`config.mk`:
```
export PLATFORM = sky130hd
export DESIGN_NAME = prbs_word_predictor
export DESIGN_NICKNAME = d
export VERILOG_FILES = /design/src/rtl/prbs_pkg.sv /design/src/rtl/prbs_word_predictor.sv
export SDC_FILE = /design/constraint.sdc
export NUM_CORES = 1
export LEC_CHECK = 0
export ABC_CLOCK_PERIOD_IN_PS = 1830
export CORE_MARGIN = 4
export CORE_UTILIZATION = 45
export CTS_CLUSTER_SIZE = 16
export DETAILED_ROUTE_END_ITERATION = 8
export PLACE_DENSITY = 0.78
export SYNTH_ARGS = -nofsm -noshare
export SYNTH_HDL_FRONTEND = slang
export SYNTH_SLANG_ARGS = --single-unit
```
`constraint.sdc`:
```
create_clock -name clk -period 1.83 [get_ports clk]
set_input_delay 0.183 -clock clk [delete_from_list [all_inputs] [get_ports clk]]
set_output_delay 0.183 -clock clk [all_outputs]
set_load 0.1 [all_outputs]
```
`src/rtl/prbs_pkg.sv`:
```
// Shared PRBS definitions for the transmit source generator and the receive
// code checker.
//   state_t   : checker acquisition states
//   SEED      : power-up word of the transmit sequence
//   next_word : word-to-word feedback law, the single definition of the sequence
package prbs_pkg;

  typedef enum logic [1:0] {HUNT, VERIFY, LOCKED} state_t;

  localparam logic [7:0] SEED = 8'hAA;

  // Shift left by one and append W[7]^W[3]^W[2]^W[1] as the new LSB.
  function automatic logic [7:0] next_word(input logic [7:0] w);
    return {w[6:0], w[7] ^ w[3] ^ w[2] ^ w[1]};
  endfunction

endpackage

```
`src/rtl/prbs_word_predictor.sv`:
```
// Predicted-word register and bit position within the word.
//   advance   : valid bit strobe, moves pos forward (wraps 7 -> 0)
//   clr_pos   : force pos back to 0 (takes priority over advance)
//   load      : load pred with load_word
//   step      : advance pred to next_word(pred)
//   exp_bit   : bit of pred expected at the current position (MSB first)
//   word_end  : the current valid bit is the 8th bit of a word
module prbs_word_predictor
  import prbs_pkg::*;
(
  input  logic       clk,
  input  logic       rst_n,
  input  logic       advance,
  input  logic       clr_pos,
  input  logic       load,
  input  logic [7:0] load_word,
  input  logic       step,
  output logic       exp_bit,
  output logic       word_end
);

  logic [7:0] pred;
  logic [2:0] pos;

  assign exp_bit  = pred[3'd7 - pos];
  assign word_end = advance && (pos == 3'd7);

  always_ff @(posedge clk or negedge rst_n) begin
    if (!rst_n) begin
      pos  <= 3'd0;
      pred <= 8'h00;
    end else begin
      if (clr_pos)
        pos <= 3'd0;
      else if (advance)
        pos <= pos + 3'd1;

      if (load)
        pred <= load_word;
      else if (step)
        pred <= next_word(pred);
    end
  end

endmodule

```
* Word level (Yosys, flattened, before mapping)
Index checks and enable logic that the tools add are counted.
** Word-level totals
- Register bits :: 11
- Output and inout bits :: 2
- Logic and storage cells :: 18
** Cells by class
- $add $sub $neg :: 2
- Magnitude comparators :: 1
- Eq/ne operators :: 1
- Multiplexer cells :: 6
- Bitwise operators :: 3
- Reductions and logical operators :: 3
** Operator list (count)
- two-way mux 8 bit :: 2
- two-way mux 3 bit :: 2
- less-than comparator 3 x 4 -> 1 bit (second input constant) :: 1
- nonzero test 2 bit :: 2
- adder 3 x 1 -> 3 bit (second input constant) :: 1
- binary-select mux 1 bit (select 3 bit) :: 1
- equality test 3 bit (second input constant) :: 1
- subtractor 3 bit (first input constant) :: 1
- XOR 1 bit :: 3
- logical AND 1 bit :: 1
- two-way mux 1 bit :: 1

* Longest topological paths before layout
- Depth after elaboration :: 5
- Mapped depth :: 4
- Gate-level depth less buffers :: 4

* Least setup slack after synthesis
Ideal clock, no wire load.
- Path type :: flip-flop to output port
- Start point :: register pos[1]
- End point :: output port exp_bit
- Arrival :: 1406 ps
- Required time :: 1647 ps
- Slack :: 241 ps
- Stages on the path, launching flop included :: 3
- Path buffers :: 0
- Cells stage by stage :: dfrtp_1 -> mux4_1 -> mux2_2
** Between the ends
- Longest elaborated chain between the ends :: 3
** RTL lines
- start, declared :: line prbs_word_predictor.sv:23 : logic [2:0] pos;
- start signal, assigned :: line prbs_word_predictor.sv:36 : pos <= pos + 3'd1;
- subtractor 3 bit :: line prbs_word_predictor.sv:25 : assign exp_bit = pred[3'd7 - pos];
- binary-select mux 1 bit (select 3 bit) :: line prbs_word_predictor.sv:25
- two-way mux 1 bit (implied by the code) :: line prbs_word_predictor.sv:25
- end, declared :: line prbs_word_predictor.sv:18 : output logic exp_bit,
No other way between the ends. The select of a mux whose other input is x is not followed.

* Worst setup path after layout
Same ends and word-level chain as after synthesis.

==> results.sh <==
export IMPL_insertion_delay_ns=0.26
export IMPL_antenna_found_initial=0
export IMPL_synth_area_um2=601
export IMPL_routed_wl_mm=1.09
export IMPL_cp_start_kind="flip-flop"
export IMPL_finalSetupViolCount=0
export IMPL_synth_simple_area_share=0.0958
export IMPL_min_period_ns=1.82
export IMPL_worst_endpoint_arrival_ns=1.64
export IMPL_rows=12
export IMPL_cts_max_path_buffers=2
export IMPL_place_area_um2=779
export IMPL_htree_levels=1
export IMPL_numPortBuffers=15
export IMPL_synthCells=53
export IMPL_finClkSkew_ns=0.00423
export IMPL_layout_common_cells="clkdlybuf4s50_1 (13), dfrtp_1 (11), mux2i_1 (9)"
export IMPL_final_nets=89
export IMPL_min_path_type="in2async"
export IMPL_synth_xor_area_frac=0.0583
export IMPL_ios=16
export IMPL_grtUsageTotal=0.123
export IMPL_multi_input_area_um2=313
export IMPL_fillerInstances=91
export IMPL_grt_pass1_vias=445
export IMPL_die_y_um=44.5
export IMPL_seqCellArea_um2=275
export IMPL_clock_root_buffer="clkbuf_4"
export IMPL_die_w_um=44.5
export IMPL_p_leak_nw=0.375
export IMPL_drv_cap=0
export IMPL_path_class="reg2out"
export IMPL_antenna_left=0
export IMPL_clkSinkCount=11
export IMPL_synth_top_family_by_area="multiplexers"
export IMPL_slew_viol_final=0
export IMPL_hold_slack_ns=0.245
export IMPL_slew_headroom=0.676
export IMPL_postCtsHoldBufs=0
export IMPL_cts_buffers=3
export IMPL_ys_warnings_count=0
export IMPL_dp_hpwl_um=799
export IMPL_layout_commonest_cell="clkdlybuf4s50_1"
export IMPL_path_max_fanout=3
export IMPL_viasPerCell=5.26
export IMPL_drc_errors=0
export IMPL_synth_compound_area_share=0.0750
export IMPL_first_pass_iters=4
export IMPL_die_area_um2=1980
export IMPL_synth_fp_nets=69
export IMPL_finalCritPeriodShare=0.994
export IMPL_rsz0062_at_grt="true"
export IMPL_first_iter_violations=4
export IMPL_setup_tns_ns=0
export IMPL_vias=452
export IMPL_tightest_slew_ns=0.484
export IMPL_grt_pass1_wl_mm=1.81
export IMPL_seq_area_frac_synth=0.458
export IMPL_status="finished clean"
export IMPL_syn_to_final_growth_pct=36.0
export IMPL_antenna_cells=0
export IMPL_drive_above_1_share=0.139
export IMPL_syn_area_per_cell_um2=11.3
export IMPL_coreArea_um2=1190
export IMPL_grt_max_degree=18
export IMPL_hold_viol=0
export IMPL_fmax_mhz=550
export IMPL_path_clk_slew_ns=0.07
export IMPL_required_ns=1.65
export IMPL_place_gp_congestion=0.680
export IMPL_wl_per_cell_um=12.6
export IMPL_p_total_uw=638
export IMPL_ir_drop_uv=384
export IMPL_fin_area_um2=817
export IMPL_power_density_nw_per_um2=781
export IMPL_overflow=0
export IMPL_tritoncts="done"
export IMPL_yosys_register_bits=11
export IMPL_critical_path_endpoint_type="output pin"
export IMPL_yosysUniqueCellTypes=16
export IMPL_synth_fa_ha_area_frac=0.0417
export IMPL_final_util=0.689
export IMPL_reg2regPathDepth=5
export IMPL_synth_mux_area_frac=0.256
export IMPL_start_util=0.506
==> flip-flops by register name, summed over array words and instances (netlist names) <==
register  count
pos           3
pred          8
==> through the flow <==
stage / std cells / setup WS [ns]
2_1_floorplan: 53 / 0.241
3_3_place_gp: 80 / 0.253
3_5_place_dp: 80 / 0.235
4_1_cts: 86 / 0.000481
5_1_grt: 86 / -0.0397
6_report: 86 / 0.0103
==> worst max-delay path, cell delays in order, from the launching register on <==
cell and delay (ns):
dfrtp_1 0.40, mux4_2 0.51, mux2_4 0.29, buf_12 0.17
==> logic make-up after synthesis <==
group | after synthesis
xor gates and xnor gates | 4
buffers and inverters | 2
muxes | 12
AOI/OAI and AO/OA | 9
adders and majority gates | 2
and+or+nand+nor | 13
DFF | 11
==> repair_timing <==
action / CTS / global route
setup endpoints to repair: 1 / 1
buffers inserted: 2 / 0
gates resized for setup: 3 / 0
==> cells in the mapped netlist <==
| cell | number | share of area |
|---|---|---|
| xnor2_1 | 2 | 0.029 |
| nand2b_1 | 1 | 0.010 |
| mux2i_1 | 9 | 0.15 |
| clkbuf_1 | 1 | 0.0062 |
| xor2_1 | 2 | 0.029 |
| mux4_1 | 2 | 0.087 |
| and2_1 | 1 | 0.010 |
| buf_2 | 1 | 0.0083 |
| nor3b_1 | 1 | 0.013 |
| o21ai_0 | 8 | 0.067 |
| mux2_2 | 1 | 0.019 |
| a21oi_1 | 1 | 0.0083 |
| nand2_1 | 7 | 0.044 |
| dfrtp_1 | 11 | 0.46 |
| nor2_1 | 3 | 0.019 |
| ha_1 | 2 | 0.042 |
==> power breakdown <==
group	internal (mW)	switching, mW	leakage [nW]
Combinational	0.0986	0.0838	0.223
Sequential	0.268	0.0248	0.138
Clock	0.0842	0.0791	0.0150
==> final timing paths <==
check | slack [ns] | from | to
max | 0.01 | pos[1]$_DFFE_PN0P_ | exp_bit
min | 0.24 | rst_n | pred[1]$_DFFE_PN0P_
max reg2reg | 0.55 | pos[1]$_DFFE_PN0P_ | pos[2]$_DFFE_PN0P_
min reg2reg | 0.61 | pos[2]$_DFFE_PN0P_ | pos[2]$_DFFE_PN0P_
max in group asynchronous | 1.26 | rst_n | pos[2]$_DFFE_PN0P_
min in group clk | 0.47 | load_word[4] | pred[4]$_DFFE_PN0P_
==> layout make-up <==
type / count / share of cell area
sequential: 11 / 0.337
timing repair buffer: 17 / 0.227
multi-input combinational: 40 / 0.383
clock buffer: 4 / 0.0322
tap: 14 / 0.0214
==> layer usage <==
metal  vias to the layer above  part of all wire  track usage
met2                        21              0.43        0.198
met5                         -                 0            0
met1                       206              0.47        0.159
met4                         0            0.0074       0.0542
met3                         2             0.091       0.0244
li1                        223                 -            -
Power figures use the tool's default switching activity.
